File: src/rtl/led_adc_sequencer_pkg.sv
// Shared types and constants for the LED/ADC sequencer: the FSM state encoding,
// the analog front-end field widths and the ADC saturation codes.
package led_adc_sequencer_pkg;

  localparam int unsigned ADC_W = 8;
  localparam int unsigned DC_W  = 7;
  localparam int unsigned PGA_W = 4;
  localparam int unsigned CNT_W = 8;

  localparam logic [ADC_W-1:0] ADC_SAT_LO = 8'd0;
  localparam logic [ADC_W-1:0] ADC_SAT_HI = 8'd255;

  typedef enum logic [2:0] {
    ST_IDLE       = 3'd0,
    ST_RED_SETTLE = 3'd1,
    ST_RED_ACQ    = 3'd2,
    ST_IR_SETTLE  = 3'd3,
    ST_IR_ACQ     = 3'd4
  } state_e;

  // A raw sample at either rail means the front end was clipping.
  function automatic logic is_sat(input logic [ADC_W-1:0] i_s);
    return (i_s == ADC_SAT_LO) || (i_s == ADC_SAT_HI);
  endfunction

endpackage

File: src/rtl/led_adc_sequencer_chan_accum.sv
// Burst accumulator shared by both channels.
// Ports:
//   i_clk, i_rst    clock, synchronous active-high reset
//   i_clear         zero the running sum and saturation flag
//   i_en            add i_sample into the running sum this cycle
//   i_sample        raw ADC sample
//   o_mean_c        (sum + i_sample) >> AVG_LOG2, i.e. the mean including the current sample
//   o_sat_c         saturation seen so far, including the current sample
module led_adc_sequencer_chan_accum
  import led_adc_sequencer_pkg::*;
#(
  parameter int unsigned AVG_LOG2 = 2
) (
  input  logic             i_clk,
  input  logic             i_rst,
  input  logic             i_clear,
  input  logic             i_en,
  input  logic [ADC_W-1:0] i_sample,
  output logic [ADC_W-1:0] o_mean_c,
  output logic             o_sat_c
);

  localparam int unsigned ACC_W = ADC_W + AVG_LOG2;

  logic [ACC_W-1:0] r_acc;
  logic             r_sat;
  logic [ACC_W-1:0] w_sum;

  // Results include the sample arriving this cycle so the last burst cycle can commit directly.
  assign w_sum    = r_acc + ACC_W'(i_sample);
  assign o_mean_c = ADC_W'(w_sum >> AVG_LOG2);
  assign o_sat_c  = r_sat | is_sat(i_sample);

  always_ff @(posedge i_clk) begin
    if (i_rst || i_clear) begin
      r_acc <= '0;
      r_sat <= 1'b0;
    end else if (i_en) begin
      r_acc <= w_sum;
      r_sat <= o_sat_c;
    end
  end

endmodule

File: src/rtl/led_adc_sequencer.sv
// Runtime RED/IR LED scheduler: applies per-channel DC compensation and PGA gain,
// waits a settling window, averages an ADC burst per channel and hands one
// RED/IR pair per frame downstream over valid/ready.
// Ports:
//   CLK, rst                  clock, synchronous active-high reset
//   en                        run enable; low aborts to IDLE
//   cfg_valid, red_*/ir_*     shadow configuration write strobe and values
//   ADC                       raw conversion result
//   LED_RED, LED_IR           LED enables (mutually exclusive)
//   DC_Comp, PGA_Gain         analog front-end settings for the lit channel
//   RED/IR_ADC_Value, *_sat   averaged pair and per-channel clip flags
//   out_valid, out_ready      output handshake
//   overrun                   sticky: a completed pair was dropped
module led_adc_sequencer
  import led_adc_sequencer_pkg::*;
#(
  parameter int unsigned SETTLE_CYCLES = 4,
  parameter int unsigned AVG_LOG2      = 2
) (
  input  logic             CLK,
  input  logic             rst,
  input  logic             en,
  input  logic             cfg_valid,
  input  logic [DC_W-1:0]  red_dc,
  input  logic [DC_W-1:0]  ir_dc,
  input  logic [PGA_W-1:0] red_pga,
  input  logic [PGA_W-1:0] ir_pga,
  input  logic [ADC_W-1:0] ADC,
  output logic             LED_RED,
  output logic             LED_IR,
  output logic [DC_W-1:0]  DC_Comp,
  output logic [PGA_W-1:0] PGA_Gain,
  output logic [ADC_W-1:0] RED_ADC_Value,
  output logic [ADC_W-1:0] IR_ADC_Value,
  output logic             red_sat,
  output logic             ir_sat,
  output logic             out_valid,
  input  logic             out_ready,
  output logic             overrun
);

  localparam logic [CNT_W-1:0] SETTLE_LAST = CNT_W'(SETTLE_CYCLES - 1);
  localparam logic [CNT_W-1:0] ACQ_LAST    = CNT_W'((1 << AVG_LOG2) - 1);

  state_e           r_state, w_state_nxt;
  logic [CNT_W-1:0] r_cnt, w_cnt_nxt;
  logic             r_led_red, w_led_red_nxt;
  logic             r_led_ir, w_led_ir_nxt;
  logic [DC_W-1:0]  r_dc, w_dc_nxt;
  logic [PGA_W-1:0] r_pga, w_pga_nxt;

  logic             w_acc_clear, w_acc_en, w_load_act, w_red_done, w_frame_done;
  logic [ADC_W-1:0] w_mean;
  logic             w_sat;

  logic [DC_W-1:0]  r_sh_red_dc, r_sh_ir_dc, r_act_ir_dc;
  logic [PGA_W-1:0] r_sh_red_pga, r_sh_ir_pga, r_act_ir_pga;
  logic [ADC_W-1:0] r_red_val, r_red_out, r_ir_out;
  logic             r_red_sat, r_red_sat_out, r_ir_sat_out;
  logic             r_out_valid, r_overrun;

  led_adc_sequencer_chan_accum #(.AVG_LOG2(AVG_LOG2)) u_chan_accum (
    .i_clk    (CLK),
    .i_rst    (rst),
    .i_clear  (w_acc_clear),
    .i_en     (w_acc_en),
    .i_sample (ADC),
    .o_mean_c (w_mean),
    .o_sat_c  (w_sat)
  );

  // State, phase counter and analog outputs
  always_ff @(posedge CLK) begin
    if (rst) begin
      r_state   <= ST_IDLE;
      r_cnt     <= '0;
      r_led_red <= 1'b0;
      r_led_ir  <= 1'b0;
      r_dc      <= '0;
      r_pga     <= '0;
    end else begin
      r_state   <= w_state_nxt;
      r_cnt     <= w_cnt_nxt;
      r_led_red <= w_led_red_nxt;
      r_led_ir  <= w_led_ir_nxt;
      r_dc      <= w_dc_nxt;
      r_pga     <= w_pga_nxt;
    end
  end

  // Next state; LED/setting changes are computed together so they switch on the same edge
  always_comb begin
    w_state_nxt   = r_state;
    w_cnt_nxt     = r_cnt;
    w_led_red_nxt = 1'b0;
    w_led_ir_nxt  = 1'b0;
    w_dc_nxt      = r_dc;
    w_pga_nxt     = r_pga;
    w_acc_clear   = 1'b0;
    w_acc_en      = 1'b0;
    w_load_act    = 1'b0;
    w_red_done    = 1'b0;
    w_frame_done  = 1'b0;

    case (r_state)
      ST_IDLE: begin
        if (en) begin
          w_state_nxt   = ST_RED_SETTLE;
          w_cnt_nxt     = '0;
          w_led_red_nxt = 1'b1;
          w_dc_nxt      = r_sh_red_dc;
          w_pga_nxt     = r_sh_red_pga;
          w_load_act    = 1'b1;
        end
      end
      ST_RED_SETTLE: begin
        w_led_red_nxt = 1'b1;
        if (r_cnt == SETTLE_LAST) begin
          w_state_nxt = ST_RED_ACQ;
          w_cnt_nxt   = '0;
          w_acc_clear = 1'b1;
        end else begin
          w_cnt_nxt = r_cnt + 1'b1;
        end
      end
      ST_RED_ACQ: begin
        w_led_red_nxt = 1'b1;
        w_acc_en      = 1'b1;
        if (r_cnt == ACQ_LAST) begin
          w_state_nxt   = ST_IR_SETTLE;
          w_cnt_nxt     = '0;
          w_red_done    = 1'b1;
          w_led_red_nxt = 1'b0;
          w_led_ir_nxt  = 1'b1;
          w_dc_nxt      = r_act_ir_dc;
          w_pga_nxt     = r_act_ir_pga;
        end else begin
          w_cnt_nxt = r_cnt + 1'b1;
        end
      end
      ST_IR_SETTLE: begin
        w_led_ir_nxt = 1'b1;
        if (r_cnt == SETTLE_LAST) begin
          w_state_nxt = ST_IR_ACQ;
          w_cnt_nxt   = '0;
          w_acc_clear = 1'b1;
        end else begin
          w_cnt_nxt = r_cnt + 1'b1;
        end
      end
      ST_IR_ACQ: begin
        w_led_ir_nxt = 1'b1;
        w_acc_en     = 1'b1;
        if (r_cnt == ACQ_LAST) begin
          w_state_nxt   = ST_RED_SETTLE;
          w_cnt_nxt     = '0;
          w_frame_done  = 1'b1;
          w_led_ir_nxt  = 1'b0;
          w_led_red_nxt = 1'b1;
          w_dc_nxt      = r_sh_red_dc;
          w_pga_nxt     = r_sh_red_pga;
          w_load_act    = 1'b1;
        end else begin
          w_cnt_nxt = r_cnt + 1'b1;
        end
      end
      default: begin
        w_state_nxt = ST_IDLE;
        w_cnt_nxt   = '0;
      end
    endcase

    // Abort wins over everything: no commit, no partial result, settings held.
    if (!en && (r_state != ST_IDLE)) begin
      w_state_nxt   = ST_IDLE;
      w_cnt_nxt     = '0;
      w_led_red_nxt = 1'b0;
      w_led_ir_nxt  = 1'b0;
      w_dc_nxt      = r_dc;
      w_pga_nxt     = r_pga;
      w_acc_en      = 1'b0;
      w_load_act    = 1'b0;
      w_red_done    = 1'b0;
      w_frame_done  = 1'b0;
    end
  end

  // Shadow/active configuration, staged RED result and output handshake
  always_ff @(posedge CLK) begin
    if (rst) begin
      r_sh_red_dc   <= '0;
      r_sh_ir_dc    <= '0;
      r_sh_red_pga  <= '0;
      r_sh_ir_pga   <= '0;
      r_act_ir_dc   <= '0;
      r_act_ir_pga  <= '0;
      r_red_val     <= '0;
      r_red_sat     <= 1'b0;
      r_red_out     <= '0;
      r_ir_out      <= '0;
      r_red_sat_out <= 1'b0;
      r_ir_sat_out  <= 1'b0;
      r_out_valid   <= 1'b0;
      r_overrun     <= 1'b0;
    end else begin
      if (cfg_valid) begin
        r_sh_red_dc  <= red_dc;
        r_sh_ir_dc   <= ir_dc;
        r_sh_red_pga <= red_pga;
        r_sh_ir_pga  <= ir_pga;
      end
      // IR settings are frozen with the RED entry so a frame always uses one config.
      if (w_load_act) begin
        r_act_ir_dc  <= r_sh_ir_dc;
        r_act_ir_pga <= r_sh_ir_pga;
      end
      if (w_red_done) begin
        r_red_val <= w_mean;
        r_red_sat <= w_sat;
      end
      // A commit may reuse the slot being accepted in the same cycle.
      if (w_frame_done && (!r_out_valid || out_ready)) begin
        r_red_out     <= r_red_val;
        r_ir_out      <= w_mean;
        r_red_sat_out <= r_red_sat;
        r_ir_sat_out  <= w_sat;
        r_out_valid   <= 1'b1;
      end else begin
        if (w_frame_done) r_overrun <= 1'b1;
        if (r_out_valid && out_ready) r_out_valid <= 1'b0;
      end
    end
  end

  assign LED_RED       = r_led_red;
  assign LED_IR        = r_led_ir;
  assign DC_Comp       = r_dc;
  assign PGA_Gain      = r_pga;
  assign RED_ADC_Value = r_red_out;
  assign IR_ADC_Value  = r_ir_out;
  assign red_sat       = r_red_sat_out;
  assign ir_sat        = r_ir_sat_out;
  assign out_valid     = r_out_valid;
  assign overrun       = r_overrun;

endmodule

File: config.mk
export PLATFORM = sky130hd
export DESIGN_NAME = led_adc_sequencer
export DESIGN_NICKNAME = d
export VERILOG_FILES = /design/src/rtl/led_adc_sequencer_pkg.sv /design/src/rtl/led_adc_sequencer_chan_accum.sv /design/src/rtl/led_adc_sequencer.sv
export SDC_FILE = /design/constraint.sdc
export NUM_CORES = 1
export LEC_CHECK = 0
export ABC_AREA = 0
export CORE_ASPECT_RATIO = 0.5
export CORE_MARGIN = 2
export CORE_UTILIZATION = 40
export CTS_CLUSTER_DIAMETER = 30
export DETAILED_ROUTE_END_ITERATION = 10
export PLACE_DENSITY_LB_ADDON = 0.25
export SYNTH_ARGS = -nofsm -noshare
export SYNTH_HDL_FRONTEND = slang
export SYNTH_HIERARCHICAL = 1
export SYNTH_SLANG_ARGS = --single-unit
export TNS_END_PERCENT = 20
File: constraint.sdc
create_clock -name CLK -period 2.18 [get_ports CLK]
set_input_delay 0.436 -clock CLK [delete_from_list [all_inputs] [get_ports CLK]]
set_output_delay 0.436 -clock CLK [all_outputs]
set_load 0.01 [all_outputs]
* Yosys cells after proc, flatten, opt, wreduce, memory -nomap -nowiden
Cells that the tools add are included.
** Word-level totals
- Memories :: 0
- Register bits :: 97
- Input port bits :: 35
- Bits in read-only memories :: 0
- Bits in latches :: 0
- Bits in writable memories :: 0
- Output and inout bits :: 33
** Operators by class
- Divide/modulo/power cells :: 0
- Bitwise gates (word level) :: 3
- Reduce and logical (&&, ||, !) cells :: 20
- Add/subtract/negate cells :: 2
- Equal/unequal tests :: 11
- $lt $le $gt $ge :: 0
- Muxes and demuxes :: 33
- Multiply operators :: 0
- Shift-type cells :: 0
** Operators with widths (number)
- two-way mux 7 bit :: 3
- case mux 7 bit (3 select lines) :: 1
- two-way mux 8 bit :: 2
- case mux 8 bit (2 select lines) :: 1
- two-way mux 3 bit :: 5
- case mux 3 bit (5 select lines) :: 1
- two-way mux 1 bit :: 13
- two-way mux 4 bit :: 3
- case mux 4 bit (3 select lines) :: 1
- adder 10 x 8 -> 10 bit :: 1
- inequality test 2 bit (second input constant) :: 5
- AND reduction 5 bit :: 2
- adder 8 x 1 -> 8 bit (second input constant) :: 1
- == test 8 x 2 -> 1 bit (second input constant) :: 1
- == test 8 bit (second input constant) :: 1
- logical NOT 8 bit :: 1
- == test 3 x 2 -> 1 bit (second input constant) :: 2
- nonzero test 3 bit :: 2
- OR reduction 2 bit :: 3
- case mux 1 bit (4 select lines) :: 1
- OR reduction 4 bit :: 1
- == test 3 x 1 -> 1 bit (second input constant) :: 1
- == test 3 bit (second input constant) :: 1
- logical AND 1 bit :: 3
- other kinds (9) :: 13

* Logic depth before layout (Yosys ltp)
Gate-level depths: netlist (run 1).
- Word-level depth :: 7
- Depth in mapped cells :: 10

* Cells and area by module
Netlist (run 1), hierarchy kept.
** Modules (own cells, without submodules)
- led_adc_sequencer :: times used 1, cells an instance 364, area an instance 3574.7 µm², seq. area each 1721.7 µm²
- led_adc_sequencer_chan_accum :: times used 1, cells an instance 120, area an instance 1022.2 µm², seq. area each 220.2 µm²

* Least setup slack after synthesis (run 1)
Ideal clock, no wire load.
- Path kind :: register to register
- From :: register r_cnt[0]
- To :: register u_chan_accum.r_acc[6]
- Setup slack :: 100 ps
- Stages on the path, launching flop included :: 9
- Arrival :: 1960 ps
- Setup time :: 120 ps
- Required time :: 2060 ps
- Cells stage by stage :: dfxtp_1 -> ha_1 -> nor4b_4 -> nand3_1 -> nor2_1 -> or2_1 -> clkbuf_1 -> nor3b_1 -> a211o_1
** Between the ends
- Longest elaborated chain between the ends :: 4
** Ends and longest elaborated chain
- start: declaration :: line led_adc_sequencer.sv:46 : logic [CNT_W-1:0] r_cnt, w_cnt_nxt;
- start signal: assignment :: line led_adc_sequencer.sv:83 : r_cnt <= w_cnt_nxt;
- == test 8 x 2 -> 1 bit :: line led_adc_sequencer.sv:118, led_adc_sequencer.sv:143
- two-way mux 1 bit :: line led_adc_sequencer.sv:118, led_adc_sequencer.sv:143
- two-way mux 1 bit
- net w_acc_clear :: line led_adc_sequencer.sv:52 : logic w_acc_clear, w_acc_en, w_load_act, w_red_done, w_frame_done;
- logical OR 1 bit :: line led_adc_sequencer_chan_accum.sv:35 : if (i_rst || i_clear) begin
- end signal: assignment :: line led_adc_sequencer_chan_accum.sv:39 : r_acc <= w_sum;
- end: declaration :: line led_adc_sequencer_chan_accum.sv:25 : logic [ACC_W-1:0] r_acc;
The timed path passes the listed nets, and every way through them passes these cells.
A chain may end at the register's enable or synchronous reset.

* Final worst setup path (run 1)
- From :: input ADC[2]
- To :: register r_ir_out[6], in the netlist IR_ADC_Value[6]
** Between the ends
- Longest elaborated chain between the ends :: 1
** Ends and longest elaborated chain
- start: declaration :: line led_adc_sequencer.sv:28 : input logic [ADC_W-1:0] ADC,
- adder 10 x 8 -> 10 bit :: line led_adc_sequencer_chan_accum.sv:30 : assign w_sum = r_acc + ACC_W'(i_sample);
- net w_mean[6] :: line led_adc_sequencer.sv:53 : logic [ADC_W-1:0] w_mean;
- end signal: assignment :: line led_adc_sequencer.sv:224 : r_ir_out <= w_mean;
- end: declaration :: line led_adc_sequencer.sv:58 : logic [ADC_W-1:0] r_red_val, r_red_out, r_ir_out;
The timed path passes the listed nets, and every way through them passes these cells.

==> results.cfg, run 1 <==
[power]
seq_power_share = 0.479
p_leak_nw = 2.59
p_comb_frac = 0.085
net-switching-power_uw = 915
p_per_area_nw_per_um2 = 639
p_int_mw = 2.92
ir_drop_v = 0.000395
power.share.clock = 0.436
p_sw_frac = 0.239

[synthesis]
ys_async_sr_fraction = 0
syn_area_um2 = 4600
syn_inst = 484
synth_ff_type = dfxtp_1
synth_top_area_cell = dfxtp_1
netlist.area_leader.share = 0.422
yosysSeqAreaShare = 0.422
synth_cell_types = 63
yosys_warnings = 6
synthesis.nets = 529
synth-edff-count = 0
netlist_top_cells_area = dfxtp_1, mux2i_1, nor2_1
syn_avg_cell_area_um2 = 9.50
ys_seq_elements = 97

[min_path]
holdPathStages = 2
holdPathEnd = r_act_ir_dc[6]$_SDFFE_PP0P_
hold_path.class = reg -> reg
min-delay-start = r_sh_ir_dc[6]$_SDFFE_PP0P_

[sta]
max_slew.worst_pin.slew_ps = 665
setup_violations = 0
relSlewSlack = 0.552
rsz0062_at_grt = false
timing_hold_violations_final = 0
clock_skew_ps = 11.3
finalCriticalPeriod_ps = 2080
slew_violations = 0
worst_slack_ps = 104
fmax_ghz = 0.482
fin_crit_sh = 0.952

[die]
fp-row-count = 27
io_pins = 68
die_w_um = 156
core_area_um2 = 11100
fp.dieH_um = 79.8
die_area_um2 = 12400
start_util = 0.415

[routing]
drc_errors = 0
via_per_inst = 5.02
totalWireLength_um = 9930
wl_per_cell_um = 13.7
drt_iter0_drc = 217
ant_nets = 0
vias = 3626
dr.pass1.iters = 4

[layout]
final_common_cell = dfxtp_1
fin_util = 0.541
fin_cells = 723
layout_common_cells = dfxtp_1, nor2_1, mux2i_1
fillers = 1028
area_growth_pct = 30.4
drive_above_1_share = 0.170
seqCellArea_um2 = 1940
antenna_cells = 0
multiInputGateArea_um2 = 2460
finalNetCount = 618

[grt]
antenna_found_initial = 0
grt_overflow = 0
grt_max_degree = 61
grt_use_total = 0.167
grt_first_pass_wirelength_um = 16700
first_global_vias = 3399

[worst_setup_path]
crit_arrival_ps = 2340
rrSetupSlack_ps = 140
required_ps = 2450
criticalPathCategory = in -> reg
cpMaxStageDelayCell = clkdlybuf4s50_1
endpoint_kind = register
crit_path_start_kind = input port
reg2reg_depth = 9
worstPathMaxFanout = 4
cp.buffers_inverters = 1
critical-path-top-delay-family = compound AO/OA/AOI/OAI gates
worstPathCellList = clkdlybuf4s50_1 > ha_2 > nor2b_4 > o2111ai_4 > nand3_1 > a311oi_2 > mux2i_1 > nor2_1
crit_start = ADC[2]
critical_path.max_stage_delay_ps = 490
reg2reg_to = IR_ADC_Value[6]$_SDFFE_PP0P_
r2r_start = u_chan_accum/r_acc[0]$_SDFFE_PP0P_

[clocking]
root_buffer = clkbuf_16
cts_tree = done
clk_latency_ps = 340
clock-sinks = 97
clockBufferDepth = 2
numCtsBuffers = 9
path_clk_slew_ps = 80
hold_buffers = 0
cts-htree-levels = 3

[placed_design]
placed_cells_incl_taps = 705
gp_congestion = 0.831
io_buffers = 67
dp_hpwl_um = 7120
pre_cts_ws_ps = -511

[flow_run]
maxCapViolations = 0

[run_status]
status = completed
## final cells by class
type	count	area share
clock inverter	7	0.0159
tap	145	0.0303
multi-input combinational	340	0.410
sequential	97	0.324
inverter	7	0.00438
timing repair buffer	118	0.178
clock buffer	9	0.0376
## through the flow
step | setup TNS [ps] | area, µm² | total power, mW | hold WS, ps
5_1_grt | 0 | 5990 | 4.00 | 490
6_report | 0 | 5990 | 3.83 | 467
2_1_floorplan | 0 | 4600 | 2.05 | 443
3_5_place_dp | -4960 | 5610 | 2.20 | 456
4_1_cts | 0 | 5940 | 3.88 | 473
3_3_place_gp | -4240 | 5610 | 2.20 | 454
## worst max path at each step
stage                                    endpoint  slack [ps]  cells after the start
3_3_place_gp         IR_ADC_Value[6]$_SDFFE_PP0P_        -460                     10
5_1_grt              IR_ADC_Value[6]$_SDFFE_PP0P_          10                      8
6_report             IR_ADC_Value[6]$_SDFFE_PP0P_         100                      8
3_5_place_dp         IR_ADC_Value[6]$_SDFFE_PP0P_        -510                     10
2_1_floorplan  u_chan_accum/r_acc[6]$_SDFFE_PP0P_         100                      8
4_1_cts              IR_ADC_Value[6]$_SDFFE_PP0P_           4                     10
## Yosys cell counts, types with 2 or more instances
master / count
clkbuf_1: 13
nor4_1: 4
buf_2: 10
and3_1: 3
nand3_1: 22
mux2i_1: 65
nor3_1: 5
a21o_1: 4
inv_1: 7
o21a_1: 2
nor2b_1: 12
nor2_1: 80
a31oi_1: 2
and2_1: 2
xor2_1: 9
nor3b_1: 6
nand2_1: 8
nand4_1: 5
a311o_1: 2
a31o_1: 2
a21oi_1: 20
nand2b_1: 7
nand3b_1: 3
o21ai_1: 3
o211ai_1: 2
ha_1: 9
mux2_4: 10
buf_1: 3
or3_1: 5
o21ai_0: 15
buf_4: 13
dfxtp_1: 97
xnor2_1: 4
## repair_timing
action,CTS,global route
setup endpoints to repair,4,8
pin swaps,1,8
hold endpoints to repair,0,0
setup buffers,0,2
resized for setup,2,9
## power groups by stage
stage	registers (mW)	clock network, mW	logic, mW
finish	1.84	1.67	0.324
global route	1.84	1.80	0.354
CTS	1.84	1.72	0.324
detailed placement	1.88	0	0.323
global placement	1.88	0	0.320
floorplan	1.87	0	0.178
## sequential cells by signal (all words and copies together) (netlist names), 8 cells and up
signal	cells
u_chan_accum/r_acc	10
r_cnt	8
IR_ADC_Value	8
RED_ADC_Value	8
r_red_val	8
## metal layers
layer	vias up	GRT usage	part of all wire
li1	1874	-	-
met1	1694	0.224	0.50
met2	56	0.279	0.47
met3	2	0.0375	0.034
met4	0	0.0358	0.0040
met5	-	0	0
## cells by family after synthesis
group                    count (synthesis)  synth area share
AND/OR/NAND/NOR                        171             0.191
flip-flops                              97             0.422
multiplexers                            76             0.177
AO/OA/AOI/OAI                           69            0.0999
buffers and inverters                   47            0.0533
XOR/XNOR                                14            0.0283
adder cells (fa/ha/maj)                 10            0.0289
## tightest hold or removal path, delay by kind of cell (launching register included)
kind               cells  cell delay (ps)
and+or+nand+nor        1               60
AOI/OAI and AO/OA      1               60
DFF                    1              310
Note: power is estimated with default switching activity, not from simulation.
==> run 2: changes to the inputs <==
CORE_UTILIZATION = 49   (was 40)
==> results.cfg, run 2 (synthesis results as in run 1) <==
[sta]
rsz0062_at_grt = false
timing_hold_violations_final = 0
worst_slack_ps = 110
slew_violations = 0
relSlewSlack = 0.568
setup_tns_ps = 0
fmax_ghz = 0.483
clock_skew_ps = 9.17
fin_crit_sh = 0.949
finalCriticalPeriod_ps = 2070
max_slew.worst_pin.slew_ps = 642
setup_violations = 0

[routing]
drt_iter0_drc = 184
dr.pass1.iters = 4
totalWireLength_um = 9850
drc_errors = 0
ant_nets = 0
via_per_inst = 5.26
vias = 3651
wl_per_cell_um = 14.2

[grt]
grt_use_total = 0.205
antenna_found_initial = 0
grt_first_pass_wirelength_um = 16800
grt_overflow = 0
first_global_vias = 3569
grt_max_degree = 45

[worst_setup_path]
worstPathMaxFanout = 3
required_ps = 2400
crit_path_start_kind = input port
rrSetupSlack_ps = 150
reg2reg_to = IR_ADC_Value[6]$_SDFFE_PP0P_
crit_arrival_ps = 2290
reg2reg_depth = 9
endpoint_kind = register
r2r_start = u_chan_accum/r_acc[0]$_SDFFE_PP0P_
criticalPathCategory = in -> reg

[layout]
area_growth_pct = 28.9
fillers = 742
antenna_cells = 0
largest_reg_flops = 10
final_common_cell = dfxtp_1
fin_area_um2 = 5930
drive_above_1_share = 0.172
layout_common_cells = dfxtp_1, nor2_1, mux2i_1
finalNetCount = 617
regMostFlops = u_chan_accum/r_acc
fin_cells = 694

[clocking]
numCtsBuffers = 9
hold_buffers = 0
cts-htree-levels = 3
root_buffer = clkbuf_16
cts_tree = done
clockBufferDepth = 2
path_clk_slew_ps = 70
clock-sinks = 97
clk_latency_ps = 350

[placed_design]
pre_cts_ws_ps = -518
placed_cells_incl_taps = 676
io_buffers = 67
place_area_um2 = 5560
dp_hpwl_um = 7090
gp_congestion = 0.817

[flow_run]
maxCapViolations = 0

[power]
p_per_area_nw_per_um2 = 627
ir_drop_v = 0.000387
p_leak_nw = 2.57
total_power_mw = 3.71

[die]
core_area_um2 = 8920
start_util = 0.515
io_pins = 68
fp-row-count = 24
die_w_um = 141
die_area_um2 = 10200
fp.dieH_um = 72.5

[run_status]
status = completed

[min_path]
min-delay-start = rst
holdPathEnd = ir_sat$_SDFFE_PP0P_
hold_path.class = in -> reg
holdPathStages = 2
-- run 2: through the flow --
step	hold WS (ps)	util
2_1_floorplan	443	-
3_3_place_gp	453	0.623
3_5_place_dp	460	0.623
4_1_cts	304	0.660
5_1_grt	334	0.664
6_report	317	0.664
-- run 2: critical path, stage by stage --
cell and delay (ps):
clkdlybuf4s50_1 440, ha_1 350, nor2b_4 150, buf_4 120, buf_4 120, o21a_1 170
nor3_1 210, nor2_1 90, mux2i_1 140, nor2_1 50
-- run 2: how the worst max path moves through the flow --
stage | start | endpoint | slack (ps) | cells after the start
after floorplan | r_cnt[0]$_SDFFE_PP0P_ | u_chan_accum/r_acc[6]$_SDFFE_PP0P_ | 100 | 8
after global routing | ADC[4] | IR_ADC_Value[7]$_SDFFE_PP0P_ | 2 | 8
final | ADC[2] | r_red_val[2]$_SDFFE_PP0P_ | 110 | 10
after CTS | ADC[0] | r_red_val[6]$_SDFFE_PP0P_ | 2 | 10
after global placement | ADC[0] | IR_ADC_Value[6]$_SDFFE_PP0P_ | -470 | 10
after detailed placement | ADC[0] | r_red_val[6]$_SDFFE_PP0P_ | -520 | 10
-- run 2: what timing repair did --
action	in CTS	in global routing
setup buffers	1	1
setup endpoints to repair	5	11
pin swaps	1	6
hold endpoints to repair	0	0
gates resized for setup	5	9
-- run 2: where the power goes --
part / switching, mW / internal (mW) / total (mW)
clock: 0.750 / 0.810 / 1.56
combinational: 0.148 / 0.171 / 0.319
sequential: 0.0241 / 1.81 / 1.84
-- run 2: per-layer routing --
layer | global-route usage | part of all wire | up-vias
li1 | - | - | 1869
met5 | 0 | 0 | -
met4 | 0.0478 | 0.0067 | 0
met3 | 0.0502 | 0.040 | 7
met2 | 0.357 | 0.47 | 71
met1 | 0.263 | 0.48 | 1704
-- run 2: layout make-up --
cell class	count	area (µm²)	share of cell area
multi-input cells	340	2470	0.416
clock inverters	7	72.6	0.0122
inverters	7	26.3	0.00443
flip-flops and latches	97	1940	0.328
well taps	117	146	0.0247
clock buffers	9	225	0.0380
repair buffers	117	1050	0.177
==> run 3: changes to the inputs <==
--- a/config.mk
+++ b/config.mk
@@ -13,2 +13,3 @@
 export DETAILED_ROUTE_END_ITERATION = 10
+export GPL_TIMING_DRIVEN = 1
 export PLACE_DENSITY_LB_ADDON = 0.25
--- a/constraint.sdc
+++ b/constraint.sdc
@@ -3,2 +3,2 @@
 set_output_delay 0.436 -clock CLK [all_outputs]
-set_load 0.01 [all_outputs]
+set_load 0.02 [all_outputs]
==> results of run 3 <==
The final DEF is identical to that of run 2. Status: completed.
Main changes from that run: total power 3.71 mW -> 3.72 mW
